===== src/rtl/li_pkg.sv =====
`default_nettype none
// ============================================================================
// Module      : li_pkg
// Description : Shared types for the latency-insensitive FIFO.
// Revision    : 1.0 - initial release
// ============================================================================
package li_pkg;

  typedef enum logic [1:0] {
    S_EMPTY = 2'd0,
    S_FETCH = 2'd1,
    S_VALID = 2'd2
  } li_state_t;

endpackage
`default_nettype wire


===== src/rtl/scdpram_infer.sv =====
`default_nettype none
// ============================================================================
// Module      : scdpram_infer
// Description : Simple dual-port RAM, one-cycle registered read, new data
//               returned on read-during-write to the same address.
// Revision    : 1.0 - initial release
// ============================================================================
module scdpram_infer #(
  parameter int WIDTH = 10,
  parameter int ADDR  = 4
) (
  input  logic             clk,
  input  logic             i_we,
  input  logic [ADDR-1:0]  i_waddr,
  input  logic [WIDTH-1:0] i_wdata,
  input  logic [ADDR-1:0]  i_raddr,
  output logic [WIDTH-1:0] o_rdata
);

  logic [WIDTH-1:0] r_mem [0:(2**ADDR)-1];
  logic [WIDTH-1:0] r_rdata;

  always_ff @(posedge clk) begin
    if (i_we) begin
      r_mem[i_waddr] <= i_wdata;
    end
    // Bypass keeps a word written this edge visible to a same-address read.
    if (i_we && (i_waddr == i_raddr)) begin
      r_rdata <= i_wdata;
    end else begin
      r_rdata <= r_mem[i_raddr];
    end
  end

  assign o_rdata = r_rdata;

endmodule
`default_nettype wire


===== src/rtl/li_fifo.sv =====
`default_nettype none
// ============================================================================
// Module      : li_fifo
// Description : Valid/ready FIFO over a registered-read RAM; the head word is
//               presented straight from the RAM output register.
// Revision    : 1.0 - initial release
// ============================================================================
module li_fifo
  import li_pkg::*;
#(
  parameter int WIDTH = 10,
  parameter int ADDR  = 4
) (
  input  logic               clk,
  input  logic               reset,
  input  logic [WIDTH-1:0]   i_data,
  input  logic               i_valid,
  output logic               o_ready,
  output logic [WIDTH-1:0]   o_data,
  output logic               o_valid,
  input  logic               i_ready,
  input  logic               i_flush,
  output logic [ADDR:0]      o_count
);

  localparam int c_DEPTH = 2**ADDR;
  localparam int c_CNT_W = ADDR + 1;

  li_state_t          r_state;
  logic [ADDR-1:0]    r_wr_ptr;
  logic [ADDR-1:0]    r_rd_ptr;
  logic [c_CNT_W-1:0] r_count;
  logic               r_valid;
  logic               r_ready;

  logic               w_push;
  logic               w_pop;
  logic               w_more;
  logic [ADDR-1:0]    w_raddr;
  logic [c_CNT_W-1:0] w_count_nxt;

  assign w_push = i_valid & r_ready & ~i_flush;
  assign w_pop  = r_valid & i_ready & ~i_flush;
  // Another word follows the head if one is stored or is being written now.
  assign w_more  = (r_count > c_CNT_W'(1)) | w_push;
  assign w_raddr = w_pop ? (r_rd_ptr + ADDR'(1)) : r_rd_ptr;

  always_comb begin
    w_count_nxt = r_count;
    if (i_flush) begin
      w_count_nxt = '0;
    end else if (w_push && !w_pop) begin
      w_count_nxt = r_count + c_CNT_W'(1);
    end else if (w_pop && !w_push) begin
      w_count_nxt = r_count - c_CNT_W'(1);
    end
  end

  always_ff @(posedge clk or posedge reset) begin
    if (reset) begin
      r_state  <= S_EMPTY;
      r_wr_ptr <= '0;
      r_rd_ptr <= '0;
      r_count  <= '0;
      r_valid  <= 1'b0;
      r_ready  <= 1'b0;
    end else begin
      r_count <= w_count_nxt;
      r_ready <= (w_count_nxt != c_CNT_W'(c_DEPTH));
      if (i_flush) begin
        r_state  <= S_EMPTY;
        r_wr_ptr <= '0;
        r_rd_ptr <= '0;
        r_valid  <= 1'b0;
      end else begin
        if (w_push) r_wr_ptr <= r_wr_ptr + ADDR'(1);
        if (w_pop)  r_rd_ptr <= r_rd_ptr + ADDR'(1);
        case (r_state)
          S_EMPTY: begin
            if (w_push) r_state <= S_FETCH;
          end
          S_FETCH: begin
            r_state <= S_VALID;
            r_valid <= 1'b1;
          end
          S_VALID: begin
            if (w_pop && !w_more) begin
              r_state <= S_EMPTY;
              r_valid <= 1'b0;
            end
          end
          default: begin
            r_state <= S_EMPTY;
            r_valid <= 1'b0;
          end
        endcase
      end
    end
  end

  scdpram_infer #(
    .WIDTH (WIDTH),
    .ADDR  (ADDR)
  ) u_ram (
    .clk     (clk),
    .i_we    (w_push),
    .i_waddr (r_wr_ptr),
    .i_wdata (i_data),
    .i_raddr (w_raddr),
    .o_rdata (o_data)
  );

  assign o_valid = r_valid;
  assign o_ready = r_ready;
  assign o_count = r_count;

endmodule
`default_nettype wire


===== config.mk =====
export PLATFORM = sky130hd
export DESIGN_NAME = li_fifo
export DESIGN_NICKNAME = d
export VERILOG_FILES = /design/src/rtl/li_pkg.sv /design/src/rtl/scdpram_infer.sv /design/src/rtl/li_fifo.sv
export SDC_FILE = /design/constraint.sdc
export NUM_CORES = 1
export LEC_CHECK = 0
export BUFFER_PORTS_ARGS = -buffer_cell sky130_fd_sc_hd__buf_2
export CELL_PAD_IN_SITES_DETAIL_PLACEMENT = 1
export CELL_PAD_IN_SITES_GLOBAL_PLACEMENT = 1
export CORE_MARGIN = 2
export CORE_UTILIZATION = 45
export DETAILED_ROUTE_END_ITERATION = 7
export GPL_ROUTABILITY_DRIVEN = 0
export HOLD_SLACK_MARGIN = 0.03
export PLACE_DENSITY_LB_ADDON = 0.25
export SLEW_MARGIN = 10
export SYNTH_ARGS = -nofsm -noshare
export SYNTH_HDL_FRONTEND = slang
export SYNTH_HIERARCHICAL = 1
export SYNTH_SLANG_ARGS = --single-unit

===== constraint.sdc =====
create_clock -name clk -period 2.4 [get_ports clk]
set_clock_uncertainty 0.15 [all_clocks]
set_input_delay 0.12 -clock clk [delete_from_list [all_inputs] [get_ports clk]]
set_output_delay 0.12 -clock clk [all_outputs]
set_load 0.05 [all_outputs]

==> impl_metrics.tcl <==
set metrics [dict create \
    slew_headroom_pct 54.3 \
    critical_path_class "flop to primary output" \
    synth_warnings 6 \
    end_kind "primary output" \
    diodes 0 \
    crit_slowest_cell "mux4_1" \
    cp.arrival_ns 2.09 \
    grt_usage_pct 20.6 \
    die_y_um 131 \
    antenna_found_initial 0 \
    dp_hpwl_mm 10.6 \
    final.setup.worst_slack_ns 0.0353 \
    cts_num_sinks 181 \
    finalCritPeriodShare_pct 98.5 \
    critical_path.max_stage_delay_ns 0.56 \
    fmax_mhz 423 \
    status "completed" \
    finalSetupViolations 0 \
    post_drt_wl_per_cell_um 24.0 \
    grt_pass1_vias 3826 \
    drv_slew 0 \
    required_ns 2.13 \
    hold_class "primary input to asynchronous set/reset pin" \
    yosysSeqAreaShare_pct 73.5 \
    yosysUniqueCellTypes 48 \
    wirelength_mm 16.2 \
    std_cell_rows 46 \
    grt_overflow_total 0 \
    synth.avg_cell_area_um2 19.6 \
    clock_latency_ns 0.42 \
    coreArea_um2 15800 \
    fin_nets 467 \
    critPathTopFamily "multiplexers" \
    clk_pin_slew_worst_paths_ns 0.07 \
    synthMuxAreaShare_pct 13.9 \
    grt_max_degree 41 \
    top_level_ports 32 \
    async_flop_share_pct 9.39 \
    cp_cell_sequence "buf_12 > mux4_1 > a22oi_1 > nand2_1 > buf_6" \
    vias 3767 \
    start_kind "flop" \
    pre_cts_ws_ns 0.333 \
    avgViaCountPerCell 5.57 \
    synth-seq-cells 181 \
    synth-compound-area-share_pct 3.38 \
    min_period_ns 2.36 \
    cp_max_fo 12 \
    ir_drop_v 0.000473 \
    holdWs_ns 0.204 \
    yosys.area_share.simple_pct 5.79 \
    final.setup.tns_ns 0 \
    synthCells 369 \
    total_power_mw 6.55 \
    synth_top_family_by_area "multiplexers" \
    hold_violations 0 \
    die-area_um2 17100 \
    synth_nets 389 \
    rsz0062_at_grt "yes" \
    cts_tree "built" \
    power-per-cell-area_nw_per_um2 757 \
    grt_pass1_wl_mm 24.4 \
    htreeDepth 4 \
    synth_top_flop_cell "edfxtp_1" \
    drv_cap 0 \
    path_buf_inv 2 \
    dr.pass1.iters 4 \
    cts_buffer_depth 2 \
    initial_utilization_pct 45.8 \
    area_delta_synth_final_pct 19.8 \
    io_buffer_count 31 \
    synth_area_um2 7220 \
    remaining_drc_errors 0 \
    synthAdderAreaFrac_pct 0.866 \
    root_buffer "clkbuf_16" \
    dieWidth_um 131 \
    drt_iter0_markers 274 \
    synth_xor_area_share_pct 0.953 \
    final_util_pct 54.9 \
    synth-edff-count 160 \
    p_leak_nw 2.94 \
    drive_gt1_share_pct 32.8 \
    drtAntennaViolNets 0 \
    tightestPinTransition_ns 0.685 \
    numCtsBuffers 17 \
]
-- logic make-up after synthesis --
logic type / Yosys count
buffers and inverters: 19
DFF: 181
muxes: 45
AOI/OAI and AO/OA: 31
xor gates and xnor gates: 7
and+or+nand+nor: 81
adders and majority gates: 5
-- tightest hold or removal path, stage by stage --
cell,delay [ns]
dlygate4sd3_1,0.54
buf_2,0.12
inv_1,0.50
-- layer usage --
metal  GRT usage (%)  up-vias  share of wire, %
met5               0        -                 0
li1                -     1650                 -
met1            30.0     1992                46
met2            31.7      108                48
met4            7.13        0               1.6
met3            3.54       17               4.6
-- layout by cell type (no fill, tap or decap), types with 3 or more instances in the layout --
cell type and count:
a21oi_1 3, a22oi_1 4, a22oi_2 18, buf_12 5
buf_2 22, buf_4 25, buf_6 6, clkbuf_16 17
clkinv_1 6, clkinv_2 3, dfrtp_1 17, dfxtp_1 3
dlygate4sd3_1 16, edfxtp_1 160, ha_1 5, inv_1 4
mux2i_1 3, mux4_1 7, mux4_2 33, nand2_1 19
nand2_2 3, nand2b_1 3, nand3_1 3, nor2_1 24
nor2b_1 8, nor3_2 4, xnor2_1 3, xor2_1 3
-- final timing paths --
path	slack, ns	start	endpoint	depth (start not counted)
setup / recovery	0.04	flop	o_data[3]	5
hold / removal	0.20	reset	o_count[4]	3
setup reg to reg	0.19	o_count[0]	o_count[1]	6
hold reg to reg	0.37	r_rd_ptr[3]	flop	1
max in group asynchronous	1.45	reset	r_wr_ptr[3]	3
min in group clk	0.37	r_rd_ptr[3]	flop	1
-- sequential cells by signal (all words and copies together) (netlist names), named ones only --
name	count
o_count	5
u_ram/r_mem	160
o_ready	1
o_valid	1
r_rd_ptr	4
r_wr_ptr	4
r_state	2
-- cell type report --
cell class	instances	area, um^2
Clock buffer	19	433
Clock inverter	13	115
Fill cell	1455	7120
Inverter	4	15.0
Multi-Input combinational cell	169	1880
Sequential cell	181	5310
Tap cell	216	270
Timing Repair Buffer	74	626
-- repair_timing --
action                                  CTS  global route
hold buffers                             16             0
hold endpoints to repair                191             0
cloned                                    2             0
gates resized for setup                  34             7
endpoints found under the setup margin   10            10
pin swaps                                 7             6
buffers inserted                          2             0
-- Yosys cell counts (2+ instances only) --
| cell | instances | area (um^2) |
|---|---|---|
| edfxtp_1 | 160 | 4800 |
| mux4_2 | 28 | 631 |
| nor2_1 | 24 | 90.1 |
| nand2_1 | 21 | 78.8 |
| a22oi_1 | 20 | 150 |
| dfrtp_1 | 17 | 425 |
| mux4_1 | 12 | 315 |
| nor2b_1 | 8 | 50.1 |
| buf_1 | 6 | 22.5 |
| nor3_1 | 6 | 30.0 |
| ha_1 | 5 | 62.6 |
| dfxtp_1 | 4 | 80.1 |
| inv_1 | 4 | 15.0 |
| a21oi_1 | 3 | 15.0 |
| mux2i_1 | 3 | 30.0 |
| nand2b_1 | 3 | 18.8 |
| nand3_1 | 3 | 15.0 |
| xnor2_1 | 3 | 26.3 |
| xor2_1 | 3 | 26.3 |
| a22oi_2 | 2 | 25.0 |
| and2_1 | 2 | 12.5 |
| buf_4 | 2 | 15.0 |
| buf_6 | 2 | 22.5 |
| buf_8 | 2 | 30.0 |
| clkbuf_1 | 2 | 7.51 |
| nand3b_1 | 2 | 15.0 |
-- stage by stage --
stage               cell area, um^2  cells
global placement               7790    626
detailed placement             7790    626
finish                         8650    676
global route                   8650    676
floorplan                      7240    369
CTS                            8690    678
-- report_power, final --
part	internal, mW	switching (mW)	total, mW
sequential	3.46	0.0359	3.50
clock	1.51	1.10	2.61
combinational	0.178	0.271	0.450
Note: power is estimated with default switching activity, not from simulation.
